--- src/rtl/pipeline_ctrl_pkg.sv ---
// Shared encodings for the pipeline hazard controller.
// Holds state encoding and register-specifier constants.
package pipeline_ctrl_pkg;

  localparam int REG_W = 5;
  localparam logic [REG_W-1:0] REG_ZERO = 5'd0;

  typedef enum logic [1:0] {
    ST_RUN        = 2'd0,
    ST_LOAD_STALL = 2'd1,
    ST_MDU_WAIT   = 2'd2
  } state_t;

endpackage

--- src/rtl/load_use_detect.sv ---
// Load-use comparator: EX load feeding a source of the ID instruction.
// Register $zero never creates a dependency.
module load_use_detect
  import pipeline_ctrl_pkg::*;
(
  input  logic             mem_read,
  input  logic [REG_W-1:0] ex_rt,
  input  logic [REG_W-1:0] id_rs,
  input  logic [REG_W-1:0] id_rt,
  input  logic             uses_rt,
  output logic             hazard
);

  logic rs_hit;
  logic rt_hit;

  assign rs_hit = (ex_rt == id_rs);
  assign rt_hit = uses_rt && (ex_rt == id_rt);
  assign hazard = mem_read && (ex_rt != REG_ZERO)
               && (rs_hit || rt_hit);

endmodule

--- src/rtl/pipeline_hazard_ctrl.sv ---
// Stall/flush sequencer for the 5-stage pipeline (Mealy outputs).
// Optional stall-cycle counter enabled by HAZ_STALL_CNT_EN.
module pipeline_hazard_ctrl
  import pipeline_ctrl_pkg::*;
#(
  parameter int MDU_LATENCY = 4,
  parameter int CNT_WIDTH   = 16
) (
  input  logic                 clk,
  input  logic                 reset,
  input  logic                 IDEX_MemRead,
  input  logic [REG_W-1:0]     IDEX_Rt,
  input  logic                 IDEX_MduOp,
  input  logic [REG_W-1:0]     IFID_Rs,
  input  logic [REG_W-1:0]     IFID_Rt,
  input  logic                 IFID_UsesRt,
  input  logic                 BranchTaken,
  input  logic                 Jump,
  output logic                 PCWrite,
  output logic                 IFID_Write,
  output logic                 IFID_Flush,
  output logic                 IDEX_Write,
  output logic                 IDEX_Bubble,
  output logic                 EXMEM_Bubble,
  output logic                 Busy,
  output logic [CNT_WIDTH-1:0] StallCount
);

  localparam int MW = $clog2(MDU_LATENCY) + 1;
  localparam bit MDU_MULTI = (MDU_LATENCY > 1);
  localparam logic [MW-1:0] MDU_LOAD =
    MDU_MULTI ? MW'(MDU_LATENCY - 2) : '0;

  state_t        state;
  state_t        state_nx;
  logic [MW-1:0] mdu_cnt;
  logic [MW-1:0] mdu_cnt_nx;
  logic          load_use;

  load_use_detect u_lud (
    .mem_read (IDEX_MemRead),
    .ex_rt    (IDEX_Rt),
    .id_rs    (IFID_Rs),
    .id_rt    (IFID_Rt),
    .uses_rt  (IFID_UsesRt),
    .hazard   (load_use)
  );

  always_comb begin
    PCWrite      = 1'b1;
    IFID_Write   = 1'b1;
    IDEX_Write   = 1'b1;
    IFID_Flush   = 1'b0;
    IDEX_Bubble  = 1'b0;
    EXMEM_Bubble = 1'b0;
    state_nx     = state;
    mdu_cnt_nx   = mdu_cnt;
    if (reset) begin
      PCWrite      = 1'b0;
      IFID_Write   = 1'b0;
      IDEX_Write   = 1'b0;
      IFID_Flush   = 1'b1;
      IDEX_Bubble  = 1'b1;
      EXMEM_Bubble = 1'b1;
      state_nx     = ST_RUN;
      mdu_cnt_nx   = '0;
    end else begin
      unique case (state)
        ST_RUN: begin
          if (BranchTaken) begin
            IFID_Flush  = 1'b1;
            IDEX_Bubble = 1'b1;
          end else if (IDEX_MduOp && MDU_MULTI) begin
            PCWrite      = 1'b0;
            IFID_Write   = 1'b0;
            IDEX_Write   = 1'b0;
            EXMEM_Bubble = 1'b1;
            mdu_cnt_nx   = MDU_LOAD;
            state_nx     = ST_MDU_WAIT;
          end else if (load_use) begin
            PCWrite     = 1'b0;
            IFID_Write  = 1'b0;
            IDEX_Bubble = 1'b1;
            state_nx    = ST_LOAD_STALL;
          end else if (Jump) begin
            IFID_Flush = 1'b1;
          end
        end
        ST_LOAD_STALL: begin
          if (BranchTaken) begin
            IFID_Flush  = 1'b1;
            IDEX_Bubble = 1'b1;
          end else if (Jump) begin
            IFID_Flush = 1'b1;
          end
          state_nx = ST_RUN;
        end
        ST_MDU_WAIT: begin
          if (mdu_cnt != '0) begin
            PCWrite      = 1'b0;
            IFID_Write   = 1'b0;
            IDEX_Write   = 1'b0;
            EXMEM_Bubble = 1'b1;
            mdu_cnt_nx   = mdu_cnt - 1'b1;
          end else begin
            IFID_Flush = Jump;
            state_nx   = ST_RUN;
          end
        end
        default: begin
          state_nx   = ST_RUN;
          mdu_cnt_nx = '0;
        end
      endcase
    end
  end

  always_ff @(posedge clk) begin
    state   <= state_nx;
    mdu_cnt <= mdu_cnt_nx;
  end

  assign Busy = !reset && (state != ST_RUN);

`ifdef HAZ_STALL_CNT_EN
  logic [CNT_WIDTH-1:0] stall_cnt;

  always_ff @(posedge clk) begin
    if (reset)
      stall_cnt <= '0;
    else if (!PCWrite && (stall_cnt != '1))
      stall_cnt <= stall_cnt + 1'b1;
  end

  assign StallCount = stall_cnt;
`else
  assign StallCount = '0;
`endif

endmodule
--- config.mk ---
export PLATFORM = sky130hd
export DESIGN_NAME = pipeline_hazard_ctrl
export DESIGN_NICKNAME = d
export VERILOG_FILES = /design/src/rtl/pipeline_ctrl_pkg.sv /design/src/rtl/load_use_detect.sv /design/src/rtl/pipeline_hazard_ctrl.sv
export SDC_FILE = /design/constraint.sdc
export NUM_CORES = 1
export LEC_CHECK = 0
export CELL_PAD_IN_SITES_DETAIL_PLACEMENT = 1
export CELL_PAD_IN_SITES_GLOBAL_PLACEMENT = 1
export CORE_AREA = 3 3 53 65
export CTS_CLUSTER_DIAMETER = 200
export DETAILED_ROUTE_END_ITERATION = 6
export DIE_AREA = 0 0 56 68
export GPL_ROUTABILITY_DRIVEN = 0
export PLACE_DENSITY_LB_ADDON = 0.1
export SYNTH_ARGS = -nofsm -noshare
export SYNTH_HDL_FRONTEND = slang
export SYNTH_SLANG_ARGS = --single-unit
--- constraint.sdc ---
create_clock -name clk -period 3.3 [get_ports clk]
set_input_delay 0.99 -clock clk [delete_from_list [all_inputs] [get_ports clk]]
set_output_delay 0.99 -clock clk [all_outputs]
set_load 0.1 [all_outputs]
# --- After elaboration in Yosys (flattened, before gate mapping) ---
# Index checks and enable logic that the tools add are counted.
classes:
  n_addsub: 1
  eq_ne: 9
  n_mux: 38
  n_bitwise: 1
  n_reduce_logical: 12
op_table:
  columns: ["cell", "n"]
  rows:
  - ["$mux 1", 24]
  - ["$eq 5x5->1", 2]
  - ["$mux 3", 3]
  - ["$pmux 3 s3", 1]
  - ["$mux 2", 4]
  - ["$ne 2x2->1 const B", 4]
  - ["$pmux 1 s2", 4]
  - ["$reduce_bool 5->1", 1]
  - ["$logic_and 1x1->1", 4]
  - ["$pmux 2 s2", 1]
  - ["$reduce_and 4->1", 1]
  - ["$ne 3x3->1 const B", 1]
  - ["$pmux 1 s3", 1]
  - ["$reduce_and 3->1", 1]
  - ["$reduce_bool 3->1", 1]
  - ["$sub 3x1->3 const B", 1]
  - ["$eq 2x1->1 const B", 1]
  - ["$eq 2x2->1 const B", 1]
  - ["$logic_not 2->1", 1]
  - ["$reduce_bool 2->1", 1]
  - ["$logic_not 1->1", 1]
  - ["$logic_or 1x1->1", 1]
  - ["$not 1->1", 1]
totals:
  reg_bits: 5
  input_bits: 22
  out_inout_bits: 23
  elab_cells: 63

# --- Logic depth before layout (Yosys ltp) ---
# Gate-level depths: netlist (run 1).
logic_depth:
  word_depth: 9
  depth_mapped: 7
  ltp_nobuf: 7

# --- By module ---
# From an unflattened synthesis (run 1), not the netlist that was laid out.
hier_totals:
  hier_cells: 83
  area_unflattened_um2: 616.8
modules_own_cells:
  columns: ["mod", "instances", "cells_per_inst", "area_each_um2", "seq_area_each_um2"]
  rows:
  - ["pipeline_hazard_ctrl", 1, 66, 484.2, 100.1]
  - ["load_use_detect", 1, 17, 132.6, 0.0]

# --- Least setup slack after synthesis (run 1) ---
# No wires, ideal clock.
synth_path:
  path_type: "input to output"
  start: "input port IDEX_MduOp"
  end: "output port EXMEM_Bubble"
  t_arrival_ns: 3.525
  required_ns: 2.310
  path_slack_ns: -1.215
  stages: 5
  path_buffers: 0
  cell_sequence: "nor3b_1 -> a21oi_1 -> nor2_1 -> nor2_1 -> inv_1"
synth_between:
  elab_chain_cells: 4
synth_lines:
  columns: ["element", "line_no", "rtl"]
  rows:
  - ["start, declared", "pipeline_hazard_ctrl.sv:13", "input logic IDEX_MduOp,"]
  - ["$mux 1", "pipeline_hazard_ctrl.sv:73", "end else if (IDEX_MduOp && MDU_MULTI) begin"]
  - ["$mux 1", "pipeline_hazard_ctrl.sv:70", "if (BranchTaken) begin"]
  - ["$pmux 1 s2", "pipeline_hazard_ctrl.sv:68", "unique case (state)"]
  - ["$mux 1", "pipeline_hazard_ctrl.sv:58", "if (reset) begin"]
  - ["end, declared", "pipeline_hazard_ctrl.sv:24", "output logic EXMEM_Bubble,"]
# No other way between the ends.

# --- Worst setup path in the final report (run 1) ---
layout_path:
  start: "input port IDEX_Rt[4]"
  end: "output port IDEX_Bubble"
layout_between:
  elab_chain_cells: 9
  word_cells_on_any_way: 12
  cone_classes: "eq/ne: 2; mux: 5; reduce/logical: 5"
layout_lines:
  columns: ["element", "line_no", "rtl"]
  rows:
  - ["start, declared", "pipeline_hazard_ctrl.sv:12", "input logic [REG_W-1:0] IDEX_Rt,"]
  - ["$eq 5x5->1", "load_use_detect.sv:18", "assign rt_hit = uses_rt && (ex_rt == id_rt);"]
  - ["$logic_and 1x1->1", "load_use_detect.sv:18", null]
  - ["$logic_or 1x1->1", "load_use_detect.sv:20", "&& (rs_hit || rt_hit);"]
  - ["$logic_and 1x1->1 *", "load_use_detect.sv:20", null]
  - ["$mux 1 *", "pipeline_hazard_ctrl.sv:80", "end else if (load_use) begin"]
  - ["$mux 1 *", "pipeline_hazard_ctrl.sv:73", null]
  - ["$mux 1 *", "pipeline_hazard_ctrl.sv:70", null]
  - ["$pmux 1 s2 *", "pipeline_hazard_ctrl.sv:68", null]
  - ["$mux 1 *", "pipeline_hazard_ctrl.sv:58", null]
  - ["end, declared", "pipeline_hazard_ctrl.sv:23", "output logic IDEX_Bubble,"]
# Every way passes the cells marked *; elsewhere a longest branch is shown, timed or not.

==> flow_summary.json, run 1 <==
{
  "status": "complete, but fails checks",
  "violations": "negative setup slack",
  "p_per_area_mw_per_mm2": 356,
  "slew_violations": 0,
  "synth_area_leaders": "buf_4 (20%), dfxtp_1 (16%), xor2_1 (12%)",
  "drt_iter0_drc": 1,
  "grt_usage": 0.0969,
  "fin_util": 0.375,
  "synth_common_cells": "buf_4 (17), nor2_1 (10), xor2_1 (9), a21oi_1 (6)",
  "antenna_found_initial": 0,
  "synthMuxAreaShare": 0,
  "n_antenna_cell": 0,
  "synth_area_um2": 633,
  "yosys.area.top_type": "buf_4",
  "yosysMostFrequentCell": "buf_4",
  "min_path_type": "reg -> reg",
  "die_width_um": 56,
  "fin_nets": 149,
  "power_w": 0.000378,
  "synth_top_family_by_area": "buffers and inverters",
  "grt-ovfl-total": 0,
  "path_class": "in -> out",
  "setup_tns_ns": -0.160,
  "first_pass_iters": 4,
  "ys_warn_count": 0,
  "die_area_mm2": 0.00381,
  "ys_seq_area_frac": 0.158,
  "numPortBuffers": 28,
  "grt_pass1_vias": 699,
  "fin_crit_ns": 3.37,
  "grt_max_degree": 12,
  "place_hpwl_um": 1620,
  "synth_top_area_share": 0.202,
  "via_per_inst": 4.12,
  "filler_cell_count": 369,
  "fmax_mhz": 297,
  "fin_skew_ns": 0.00175,
  "max-cap-violations": 0,
  "yosys.area_share.xor_xnor": 0.138,
  "syn_to_final_growth_pct": 68.0,
  "synth_area_per_cell_um2": 7.36,
  "cp-end-kind": "primary output",
  "cp_data_arrival_time_ns": 2.38,
  "grt_pass1_wl_um": 2930,
  "final_design_area_no_fill_mm2": 0.00106,
  "synth-simple-area-share": 0.229,
  "cts_buffer_depth": 2,
  "rsz0062_at_grt": "yes",
  "dpl_cell_area_mm2": 0.00102,
  "synth_cells": 86,
  "synth_compound_area_frac": 0.168,
  "required_ns": 2.31,
  "synthAdderAreaFrac": 0.0395,
  "max-vdd-ir-drop_mv": 0.154,
  "antenna_left": 0,
  "start_util": 0.223,
  "async_reset_ff_frac": 0,
  "routed_wirelength_um": 1830,
  "cts.sinks": 5,
  "synth_edf_count": 0,
  "cts_buffers": 3,
  "setup_ws_ns": -0.0671,
  "cts_tree": "built",
  "htree_levels": 1,
  "io_pins": 45,
  "layout-drive-gt1-share": 0.339,
  "synth.distinct_cells": 30,
  "critPathMaxFanout": 3,
  "period_share": 1.02,
  "ctsRootBufferMaster": "clkbuf_4",
  "num_vias": 651,
  "setup_viol": 4,
  "wl_per_cell_um": 11.6,
  "hold_viol_final": 0,
  "synth_flop_cell": "dfxtp_1",
  "core_area_mm2": 0.00284,
  "cp-start-kind": "input pin",
  "clk_latency_ns": 0.24,
  "p_leak_nw": 0.475,
  "path_clk_slew_ns": 0.05,
  "die_h_um": 68,
  "r2r_slack_ns": 1.74,
  "drc": 0,
  "rows": 21,
  "synth_seq_cells": 5
}
## logic make-up after synthesis
kind of cell | after synthesis
AND/OR/NAND/NOR | 28
buffers and inverters | 24
AO/OA/AOI/OAI | 16
XOR/XNOR | 10
flip-flops | 5
adder cells (fa/ha/maj) | 2
other | 1
## cell usage in the layout, fill, tap and decap left out, types with 2 or more instances in the layout
cell type | netlist | final
dfxtp_1 | 5 | 5
conb_1 | 1 | 16
dlygate4sd2_1 | 0 | 4
inv_1 | 5 | 5
nand2_1 | 4 | 4
nor2_2 | 0 | 2
clkdlybuf4s15_1 | 0 | 2
buf_4 | 17 | 9
clkdlybuf4s50_1 | 0 | 6
buf_6 | 0 | 4
ha_1 | 2 | 2
nor3_1 | 4 | 3
nor2_1 | 10 | 7
a21oi_1 | 6 | 6
nand2b_1 | 2 | 2
nor3b_1 | 3 | 2
clkbuf_4 | 0 | 3
xor2_1 | 9 | 8
buf_2 | 1 | 6
buf_12 | 0 | 7
## sequential cells by signal, indices dropped and copies added (netlist names)
name	cells
mdu_cnt	3
state	2
## critical path: stages
cell and delay [ns]:
buf_6 0.10, or4_4 0.52, o21ai_2 0.17, nor3_2 0.05
a221o_2 0.37, buf_12 0.17
## per-layer routing
| layer | vias up | GRT usage | wire [µm] |
|---|---|---|---|
| met5 | - | 0 | 0 |
| met2 | 28 | 0.212 | 1050 |
| met3 | 2 | 0.0415 | 169 |
| li1 | 330 | - | - |
| met4 | 0 | 0.00890 | 6 |
| met1 | 291 | 0.0825 | 605 |
## final cells by class
type / instances / area [µm²] / share of cell area
timing repair buffer: 38 / 398 / 0.374
multi-input combinational: 72 / 478 / 0.449
sequential: 5 / 100 / 0.0941
tap: 34 / 42.5 / 0.0400
inverter: 5 / 18.8 / 0.0176
clock buffer: 4 / 26.3 / 0.0247
## path summary, 6_finish.rpt
check,start,to,depth (start not counted)
worst min register to register,mdu_cnt[0],mdu_cnt[0],2
worst max register to register,state[1],mdu_cnt[2],5
worst min-delay path,mdu_cnt[0],mdu_cnt[0],2
worst max-delay path,IDEX_Rt[4],IDEX_Bubble,6
## what timing repair did
item                       4_1_cts  5_1_grt
gates resized for setup         49        3
setup buffers                    0        1
pin swaps                       17        2
hold buffers                     0        0
setup endpoints to repair        5        5
## stage by stage
step | cells | worst slack (ns) | hold WS, ns
after detailed placement | 153 | -0.514 | 0.479
after global routing | 158 | -0.154 | 0.512
after global placement | 153 | -0.523 | 0.456
final | 158 | -0.0671 | 0.484
after floorplan | 101 | -0.102 | 0.445
after CTS | 157 | -0.0839 | 0.486
## where the power goes
| part | switching (W) | total [W] | internal (W) |
|---|---|---|---|
| Sequential | 0.00000283 | 0.0000657 | 0.0000629 |
| Combinational | 0.000170 | 0.000241 | 0.0000715 |
| Clock | 0.0000257 | 0.0000714 | 0.0000458 |
| Total | 0.000198 | 0.000378 | 0.000180 |
(Power assumes the default switching activity.)
==> run 2, diff against run 1 <==
- SKIP_LAST_GASP: default -> 1
==> results of run 2 <==
Final layout, timing and power as in run 1 (identical DEF).
==> run 3, diff against run 2 <==
- SETUP_SLACK_MARGIN: default -> 0.2
==> flow_summary.json, run 3 (synthesized netlist as in run 1, its figures left out) <==
{
  "io_pins": 45,
  "p_leak_nw": 0.509,
  "wl_per_cell_um": 11.3,
  "setup_tns_ns": -0.356,
  "fin_nets": 151,
  "layout_common_cells": "conb_1 (16), buf_4 (11), dlygate4sd2_1 (8), nor2_1 (7), buf_12 (7)",
  "ctsRootBufferMaster": "clkbuf_4",
  "place_hpwl_um": 1600,
  "slew_violations": 0,
  "max-cap-violations": 0,
  "p_per_area_mw_per_mm2": 336,
  "grt-ovfl-total": 0,
  "fin_crit_ns": 3.40,
  "hold_viol_final": 0,
  "cp-end-kind": "primary output",
  "place_ws_ns": -0.509,
  "reg_top3": "mdu_cnt x3, state x2",
  "core_area_mm2": 0.00284,
  "via_per_inst": 4.16,
  "dpl_cell_area_mm2": 0.00106,
  "cts_buffer_depth": 2,
  "clk_latency_ns": 0.23,
  "largest_reg_flops": 3,
  "grt_pass1_vias": 689,
  "die_h_um": 68,
  "final_design_area_no_fill_mm2": 0.00115,
  "max-vdd-ir-drop_mv": 0.160,
  "cts_tree": "built",
  "drt_iter0_drc": 7,
  "antenna_found_initial": 0,
  "cts_buffers": 3,
  "rsz0062_at_grt": "yes",
  "setup_viol": 4,
  "min_path_type": "reg -> reg",
  "antenna_left": 0,
  "setup_ws_ns": -0.0994,
  "numPortBuffers": 28,
  "cp-startpoint": "IDEX_Rt[2]",
  "routed_wirelength_um": 1800,
  "filler_cell_count": 355,
  "status": "complete, but fails checks",
  "path_clk_slew_ns": 0.04,
  "htree_levels": 1,
  "period_share": 1.03,
  "rr_startpoint": "state[1]",
  "cts_hold_buf": 0,
  "grt_usage": 0.0937,
  "final_common_cell": "conb_1",
  "grt_pass1_wl_um": 2880,
  "n_antenna_cell": 0,
  "top_register": "mdu_cnt",
  "drc": 0,
  "regArea_um2": 100,
  "layout-drive-gt1-share": 0.397,
  "min_from": "mdu_cnt[0]",
  "fin_skew_ns": 0.000250,
  "syn_to_final_growth_pct": 82.2,
  "rows": 21,
  "die_width_um": 56,
  "grt_max_degree": 12,
  "cp_data_arrival_time_ns": 2.41,
  "die_area_mm2": 0.00381,
  "power_w": 0.000387,
  "num_vias": 666,
  "path_class": "in -> out",
  "start_util": 0.223,
  "cp-start-kind": "input pin",
  "violations": "negative setup slack",
  "hold_slack_ns": 0.469,
  "critPathMaxFanout": 3,
  "first_pass_iters": 2,
  "required_ns": 2.31,
  "cts.sinks": 5,
  "fmax_mhz": 294,
  "multiInputGateArea_um2": 548
}
run 3: cell types whose count changed in the layout (fill, tap and decap cells not counted), sizes merged:
cell / previous run / this run
dlygate4sd2: 4 / 8
clkdlybuf4s50: 6 / 4
clkbuf: 4 / 6
clkdlybuf4s15: 2 / 0
run 3: cell type report:
type / count / area share
well taps: 34 / 0.0369
flip-flops and latches: 5 / 0.0868
multi-input cells: 72 / 0.475
repair buffers: 40 / 0.362
clock buffers: 4 / 0.0228
inverters: 5 / 0.0163
run 3: final timing paths:
path / cells after the start / slack, ns / end
max: 6 / -0.1 / IDEX_Bubble
min: 2 / 0.47 / mdu_cnt[0]
max reg2reg: 5 / 1.67 / mdu_cnt[2]
min reg2reg: 2 / 0.47 / mdu_cnt[0]
run 3: routing by layer:
metal	vias to the layer above	global-route usage	wire length, µm	share of wire
met3	2	0.0189	130	0.072
met5	-	0	0	0
met4	0	0.0356	6	0.0033
met2	25	0.174	985	0.55
li1	332	-	-	-
met1	307	0.106	681	0.38
run 3: critical path, cell delays in order:
cell,delay [ns]
buf_8,0.10
or4_4,0.54
o21ai_4,0.17
nor3_4,0.07
a221o_4,0.37
buf_12,0.17
run 3: power breakdown:
group,internal (W),total [W],switching [W]
Combinational,0.0000773,0.000253,0.000176
Sequential,0.0000630,0.0000663,0.00000328
Clock,0.0000455,0.0000675,0.0000220
run 3: per-stage QoR:
| step | instances | utilization |
|---|---|---|
| 2_1_floorplan | 101 | - |
| 3_3_place_gp | 155 | 0.374 |
| 3_5_place_dp | 155 | 0.374 |
| 4_1_cts | 160 | 0.397 |
| 5_1_grt | 160 | 0.407 |
| 6_report | 160 | 0.407 |
run 3: repair_timing:
item | in CTS | in global routing
endpoints found under the setup margin | 6 | 4
pin swaps | 20 | 9
buffers inserted | 1 | 0
gates resized for setup | 55 | 8
